--- src/rtl/td4x_pkg.sv ---
// Shared types for the TD4-class core: opcode and sequencer state encodings.
package td4x_pkg;

  localparam int OPC_W = 4;

  typedef enum logic [OPC_W-1:0] {
    OP_ADD_A  = 4'b0000,
    OP_MOV_AB = 4'b0001,
    OP_IN_A   = 4'b0010,
    OP_MOV_AI = 4'b0011,
    OP_MOV_BA = 4'b0100,
    OP_ADD_B  = 4'b0101,
    OP_IN_B   = 4'b0110,
    OP_MOV_BI = 4'b0111,
    OP_NOP0   = 4'b1000,
    OP_OUT_B  = 4'b1001,
    OP_NOP1   = 4'b1010,
    OP_OUT_I  = 4'b1011,
    OP_JC     = 4'b1100,
    OP_HLT    = 4'b1101,
    OP_JNC    = 4'b1110,
    OP_JMP    = 4'b1111
  } opcode_e;

  typedef enum logic [1:0] {
    ST_FETCH,
    ST_EXEC,
    ST_HALT
  } state_e;

endpackage

--- src/rtl/td4x_if.sv ---
// Instruction-memory req/ack fetch channel between the core and the program ROM.
interface td4x_if #(
  parameter int DATA_W = 4,
  parameter int ADDR_W = 4
);
  import td4x_pkg::*;

  logic                    imem_req;
  logic [ADDR_W-1:0]       imem_addr;
  logic                    imem_ack;
  logic [OPC_W+DATA_W-1:0] imem_data;

  modport master (output imem_req, imem_addr, input imem_ack, imem_data);
  modport slave  (input imem_req, imem_addr, output imem_ack, imem_data);

endinterface

--- src/rtl/td4x_exec.sv ---
// Combinational next-state function: applies one instruction to the architectural state.
module td4x_exec
  import td4x_pkg::*;
#(
  parameter int DATA_W = 4,
  parameter int ADDR_W = 4
) (
  input  logic [DATA_W-1:0]       a,
  input  logic [DATA_W-1:0]       b,
  input  logic [DATA_W-1:0]       out,
  input  logic                    cf,
  input  logic [ADDR_W-1:0]       ip,
  input  logic [OPC_W+DATA_W-1:0] ir,
  input  logic [DATA_W-1:0]       in_data,
  output logic [DATA_W-1:0]       a_nx,
  output logic [DATA_W-1:0]       b_nx,
  output logic [DATA_W-1:0]       out_nx,
  output logic                    cf_nx,
  output logic [ADDR_W-1:0]       ip_nx
);

  opcode_e           op;
  logic [DATA_W-1:0] imm;
  logic [ADDR_W-1:0] tgt;
  logic [ADDR_W-1:0] ip_inc;
  logic [DATA_W:0]   sum;

  assign op     = opcode_e'(ir[OPC_W+DATA_W-1 -: OPC_W]);
  assign imm    = ir[DATA_W-1:0];
  assign tgt    = imm[ADDR_W-1:0];
  assign ip_inc = ip + ADDR_W'(1);

  // Jumps test the incoming cf; every non-ADD instruction leaves cf cleared.
  always_comb begin
    sum    = '0;
    a_nx   = a;
    b_nx   = b;
    out_nx = out;
    cf_nx  = 1'b0;
    ip_nx  = ip_inc;
    case (op)
      OP_ADD_A: begin
        sum           = {1'b0, a} + {1'b0, imm};
        {cf_nx, a_nx} = sum;
      end
      OP_MOV_AB: a_nx = b;
      OP_IN_A:   a_nx = in_data;
      OP_MOV_AI: a_nx = imm;
      OP_MOV_BA: b_nx = a;
      OP_ADD_B: begin
        sum           = {1'b0, b} + {1'b0, imm};
        {cf_nx, b_nx} = sum;
      end
      OP_IN_B:   b_nx = in_data;
      OP_MOV_BI: b_nx = imm;
      OP_OUT_B:  out_nx = b;
      OP_OUT_I:  out_nx = imm;
      OP_JC:     if (cf) ip_nx = tgt;
      OP_JNC:    if (!cf) ip_nx = tgt;
      OP_JMP:    ip_nx = tgt;
      default:   ;
    endcase
  end

endmodule

--- src/rtl/td4x_core.sv ---
// TD4-class CPU core: FETCH/EXEC/HALT sequencer, instruction register and architectural registers.
module td4x_core
  import td4x_pkg::*;
#(
  parameter int DATA_W = 4,
  parameter int ADDR_W = 4
) (
  input  logic              clk,
  input  logic              rst,
  td4x_if.master            imem,
  input  logic [DATA_W-1:0] in_data,
  input  logic              resume,
  output logic [DATA_W-1:0] out_data,
  output logic [ADDR_W-1:0] ip,
  output logic              cf,
  output logic              halted,
  output logic              retire
);

  state_e                  state, state_nx;
  logic [OPC_W+DATA_W-1:0] ir;
  logic [DATA_W-1:0]       a, b;
  logic [DATA_W-1:0]       a_nx, b_nx, out_nx;
  logic                    cf_nx;
  logic [ADDR_W-1:0]       ip_nx;

  td4x_exec #(
    .DATA_W (DATA_W),
    .ADDR_W (ADDR_W)
  ) u_exec (
    .a       (a),
    .b       (b),
    .out     (out_data),
    .cf      (cf),
    .ip      (ip),
    .ir      (ir),
    .in_data (in_data),
    .a_nx    (a_nx),
    .b_nx    (b_nx),
    .out_nx  (out_nx),
    .cf_nx   (cf_nx),
    .ip_nx   (ip_nx)
  );

  assign imem.imem_addr = ip;

  always_ff @(posedge clk) begin
    if (rst) begin
      state    <= ST_FETCH;
      ir       <= '0;
      a        <= '0;
      b        <= '0;
      out_data <= '0;
      cf       <= 1'b0;
      ip       <= '0;
    end else begin
      state <= state_nx;
      if (state == ST_FETCH && imem.imem_ack) ir <= imem.imem_data;
      if (state == ST_EXEC) begin
        a        <= a_nx;
        b        <= b_nx;
        out_data <= out_nx;
        cf       <= cf_nx;
        ip       <= ip_nx;
      end
    end
  end

  always_comb begin
    state_nx      = state;
    imem.imem_req = 1'b0;
    retire        = 1'b0;
    halted        = 1'b0;
    case (state)
      ST_FETCH: begin
        imem.imem_req = !rst;
        if (imem.imem_ack) state_nx = ST_EXEC;
      end
      ST_EXEC: begin
        retire   = 1'b1;
        state_nx = (opcode_e'(ir[OPC_W+DATA_W-1 -: OPC_W]) == OP_HLT) ? ST_HALT : ST_FETCH;
      end
      ST_HALT: begin
        halted = 1'b1;
        if (resume) state_nx = ST_FETCH;
      end
      default: state_nx = ST_FETCH;
    endcase
  end

endmodule

--- src/flat_wrapper.sv ---
// flat-port wrapper written by rule: the top's interface ports become plain ports
module td4x_core_flat import td4x_pkg::*;
#(
  parameter int DATA_W = 4,
  parameter int ADDR_W = 4
)
  (clk, rst, in_data, resume, out_data, ip, cf, halted, retire, imem_imem_req, imem_imem_addr, imem_imem_ack, imem_imem_data);
  td4x_if #(.DATA_W(DATA_W), .ADDR_W(ADDR_W)) imem_i ();
  input  logic clk;
  input  logic rst;
  input  logic [DATA_W-1:0] in_data;
  input  logic resume;
  output logic [DATA_W-1:0] out_data;
  output logic [ADDR_W-1:0] ip;
  output logic cf;
  output logic halted;
  output logic retire;
  output wire logic [$bits(imem_i.imem_req)-1:0] imem_imem_req;
  output wire logic [$bits(imem_i.imem_addr)-1:0] imem_imem_addr;
  input wire logic [$bits(imem_i.imem_ack)-1:0] imem_imem_ack;
  input wire logic [$bits(imem_i.imem_data)-1:0] imem_imem_data;
  assign imem_imem_req = imem_i.imem_req;
  assign imem_imem_addr = imem_i.imem_addr;
  assign imem_i.imem_ack = imem_imem_ack;
  assign imem_i.imem_data = imem_imem_data;
  td4x_core #(.DATA_W(DATA_W), .ADDR_W(ADDR_W)) u_core (.clk(clk), .rst(rst), .imem(imem_i), .in_data(in_data), .resume(resume), .out_data(out_data), .ip(ip), .cf(cf), .halted(halted), .retire(retire));
endmodule
--- config.mk ---
export PLATFORM = sky130hd
export DESIGN_NAME = td4x_core_flat
export DESIGN_NICKNAME = d
export VERILOG_FILES = /design/src/rtl/td4x_pkg.sv /design/src/rtl/td4x_if.sv /design/src/rtl/td4x_exec.sv /design/src/rtl/td4x_core.sv /design/src/flat_wrapper.sv
export SDC_FILE = /design/constraint.sdc
export NUM_CORES = 1
export LEC_CHECK = 0
export ABC_AREA = 1
export CAP_MARGIN = 0
export CORE_UTILIZATION = 52
export DETAILED_ROUTE_END_ITERATION = 6
export GPL_TIMING_DRIVEN = 0
export PLACE_DENSITY = 0.88
export SLEW_MARGIN = 20
export SYNTH_ARGS = -nofsm -noshare
export SYNTH_HDL_FRONTEND = slang
export SYNTH_SLANG_ARGS = --single-unit
--- constraint.sdc ---
create_clock -name clk -period 2.3 [get_ports clk]
set_clock_uncertainty 0.15 [all_clocks]
set_input_delay 0.46 -clock clk [delete_from_list [all_inputs] [get_ports clk]]
set_output_delay 0.46 -clock clk [all_outputs]
set_load 0.05 [all_outputs]
* After elaboration in Yosys (flattened, before gate mapping) *
Cells that the tools add are included.

operators by class
  eq/ne operators = 17
  reductions and logical operators = 11
  multiplexer cells = 14
  add/sub/neg operators = 3

operators with widths
  kind                   number
  $pmux W4 S4            2
  $eq A4 B4 Y1 const B   6
  $eq A4 B3 Y1 const B   4
  $pmux W4 S3            1
  $add A4 B4 Y5          2
  $eq A4 B2 Y1 const B   2
  $mux W4                2
  $pmux W4 S2            1
  $reduce_and A2 Y1      4
  $reduce_bool A4 Y1     2
  $mux W2                3
  $pmux W2 S3            1
  $add A4 B1 Y4 const B  1
  $eq A4 B1 Y1 const B   1
  $logic_not A4 Y1       1
  $ne A2 B2 Y1 const B   2
  $mux W1                3
  $eq A2 B1 Y1 const B   1
  $eq A2 B2 Y1 const B   1
  $logic_not A2 Y1       1
  $pmux W1 S2            1
  $reduce_bool A2 Y1     1
  $logic_and A1 B1 Y1    1
  $logic_not A1 Y1       1

storage, ports and cells
  output and inout port bits = 16
  input bits = 16
  flip-flop bits (word level) = 27

* Longest topological paths before layout *
  depth after elaboration = 3
  depth in mapped cells = 10
  gate-level depth less buffers = 10

* By module *
A second synthesis with hierarchy kept.

unflattened totals
  cells, all modules = 294
  area total of the unflattened synthesis = 1869.3 um^2

modules (own cells, without submodules)
  module     cells an instance  instances  area an instance (um^2)
  td4x_core  130                1          1029.7
  td4x_exec  164                1          839.6

* Worst setup path before layout *
No wires, ideal clock.

  path kind = input to output
  start point = input rst
  end point = output imem_imem_req
  stages = 2
  setup slack = -0.009 ns
  data required time = 1.690 ns
  path buffers = 1
  arrival time = 1.699 ns
  cells stage by stage = clkbuf_1 -> nor3_1

on the way
  word-level cells in the longest chain between the ends = 2

ends and longest elaborated chain
  element           RTL line            text
  start, declared   flat_wrapper.sv:10  input logic rst;
  $logic_not A1 Y1  td4x_core.sv:76     imem.imem_req = !rst;
  $mux W1           td4x_core.sv:74     case (state)
  end, declared     flat_wrapper.sv:18  output wire logic [$bits(imem_i.imem_req)-1:0] imem_imem_req;

Every way passes these cells.

* Final worst setup path *
  start point = register u_core.ip[1] (netlist: u_core.imem.imem_addr[1])
  end point = output imem_imem_addr[1]

RTL lines
  element                 RTL line            text
  start, declared         td4x_core.sv:14     output logic [ADDR_W-1:0] ip,
  start signal, assigned  td4x_core.sv:64     ip <= ip_nx;
  end, declared           flat_wrapper.sv:19  output wire logic [$bits(imem_i.imem_addr)-1:0] imem_imem_addr;

No word-level cell between the ends.

==> metrics.txt <==
share of cells above drive strength 1=6.757%; run status=completed; CP top delay family=buffers and inverters; Setup-failing EPs final=0; list of most frequent post-synthesis cells=nand2_1 (61), inv_1 (32), nor2_1 (30); Syn Nets=between 200 and 300; CP required=between 1500 and 2000 ps; DP HPWL=3128 um; CTS tree=yes; met2 routed WL=between 1500 and 2000 um; post-CTS setup buffers=0; Max FO, Critical Path=5; clock network fraction of total power=between 20% and 30%; overflow left after global routing=0; placed instance area=0.002066 sq mm; unrepaired setup endpoints after global routing=false; startpoint types=flop; Die H=between 50 and 60 um; main flop type after synthesis=dfxtp_1; initial antenna violation count=0; internal power=657.7 uW; Final Max Slew Viols=0; Die W=~60 um; period utilization=96.69%; Least-Margin Pin Slew=~550 ps; Post-synth EDFFs=0; Tmin final=around 2200 ps; Fill cells=just under 300; Yosys reg bits=27; Initial Util=a little under three fifths; Synth area leader=dfxtp_1; total die area=approximately 0.0035 sq mm; sequential share of power=between 50% and 60%; Leak=between 0.9 and 1 nW; clk_lat worst skew=340 ps; switching share of power=between 30 and 40%; synth top area cells=dfxtp_1 (32%), nand2_1 (13%), a21oi_1 (8.2%); Nets=approximately 320; clock-pin slew on the worst setup and hold paths=150 ps; Final Cell Area=0.002086 sq mm; # H-tree levels=1; Worst slew margin=between 60% and 70%; Top Ports=32; vias per cell=a little over 5; Post-synth ARST share=0%; vias after detailed routing=about 1,800; WL final=4099 um; Met3 Wirelength=around 170 um; RD Place Congestion=around 0.94; Routed Antenna Nets=0; Syn Inst Count=262; final hold vios=0; row count=20; n_diodes=0; CTS sink cnt=27; Peak supply drop=between 0.3 and 0.4 mV; CTS Root Cell=clkbuf_4; first-pass GRT wire length=6755 um; synth-to-layout area growth=22.30%; IO Port Bufs=30; largest net degree at the start of global routing=15; Comb pwr share=25.6%; Netlist Area Pre-Place=about 0.0017 sq mm; top-count cell post-synth=nand2_1; PD cells=478.9 mW/mm^2; Worst Hold Depth=2; share of the yosys chip area belonging to registers=between 30% and 40%; Max Cap Viol=0; core footprint=0.003078 sq mm; Slowest-stage cell, CP=clkdlybuf4s50_1; NetSw=~340 uW; Num CTS Buffers=3; top routing layer in use=met4; Buf/Inv on CP=1; DR WL/cell=~12 um; critical path, cell by cell=clkdlybuf4s50_1; Metal-1 WL=~1900 um; Critical Path AT=~1600 ps; drt first-iter violations=about 110; Worst setup EP type=primary output; WP depth=1; Hold Path Class=flop to flop; max incr delay on CP=about 830 ps; mean post-synth cell area=roughly 6.5 sq um; critical path class=flop to primary output; overall routing resource usage=25.55%; vias in the first global route=between 1,500 and 2,000; first drt pass iteration count=4; post-synth top area share=between 30% and 40%; Synth cell types=24; worst r2r path cells=7; final hold slack=around 330 ps; clk buf depth=2; Peak Freq=around 450 MHz; drt drc=0; yosys warns=0
layout make-up:
type	instances	area, sq um	area share (%)
inverter	33	123.9	5.939
multi-input combinational	194	996.0	47.75
sequential	27	540.5	25.91
tap	44	55.05	2.639
timing repair buffer	30	294.0	14.10
clock buffer	4	26.28	1.260
buffer	8	50.05	2.400
through the flow:
stage / power (mW) / utilization [%] / cells / setup WS, ps / setup TNS, ps
after global routing: 1.054 / 67.76 / 340 / 12.34 / 0
after CTS: 1.004 / 67.80 / 340 / 15.56 / 0
after floorplan: 0.7061 / - / 262 / 417.3 / 0
after detailed placement: 0.7964 / 67.11 / 336 / -25.73 / -25.73
final: 0.9988 / 67.76 / 340 / 76.02 / 0
after global placement: 0.7910 / 67.11 / 336 / -48.22 / -48.22
cells in the final DEF, fill, tap and decap left out, types with 2 or more instances in the layout:
cell type / instances
buf_4: 5
fa_1: 2
dlymetal6s2s_1: 2
nand2_1: 61
dfxtp_1: 27
ha_1: 9
nor2_2: 2
nand4_1: 4
clkbuf_4: 3
inv_1: 32
dlygate4sd2_1: 5
a21oi_1: 28
o21ai_0: 24
clkbuf_1: 2
clkdlybuf4s50_1: 22
buf_2: 2
nor3_1: 4
nor2_1: 30
nand3_1: 19
nand2_2: 3
xor2_1: 2
state kept, by name, summed over array words and instances, names as in the netlist:
| register | flops |
|---|---|
| u_core.b | 4 |
| u_core.out_data | 4 |
| u_core.imem.imem_addr | 4 |
| u_core.cf | 1 |
| u_core.state | 2 |
| u_core.a | 4 |
| u_core.ir | 8 |
power by group through the flow:
stage | Sequential (mW) | Combinational, mW | Clock, mW
after floorplan | 0.547 | 0.159 | 0
after global placement | 0.537 | 0.254 | 0
after detailed placement | 0.538 | 0.258 | 0
after CTS | 0.528 | 0.256 | 0.220
after global routing | 0.533 | 0.285 | 0.237
final | 0.529 | 0.255 | 0.215
metal layers:
layer	track usage, %	vias up
met2	41.73	49
met3	3.057	9
met5	0	-
met1	33.20	785
li1	-	914
met4	12.59	0
logic make-up after synthesis:
logic type / share of synthesized area, %
adder cells (fa/ha/maj): 8.951
XOR/XNOR: 1.541
AO/OA/AOI/OAI: 15.77
buffers and inverters: 10.20
AND/OR/NAND/NOR: 31.84
flip-flops: 31.69
path summary, 6_finish.rpt:
path,start,endpoint,slack [ps]
max reg2reg,u_core.ir[1],u_core.cf,340
min reg2reg,u_core.out_data[1],u_core.out_data[1],330
min,u_core.out_data[1],u_core.out_data[1],330
max,u_core.imem.imem_addr[1],imem_imem_addr[1],80
timing repair:
action	in CTS	in global routing
hold buffers	0	0
resized for setup	8	4
endpoints found under the setup margin	6	3
Power figures use the tool's default switching activity.
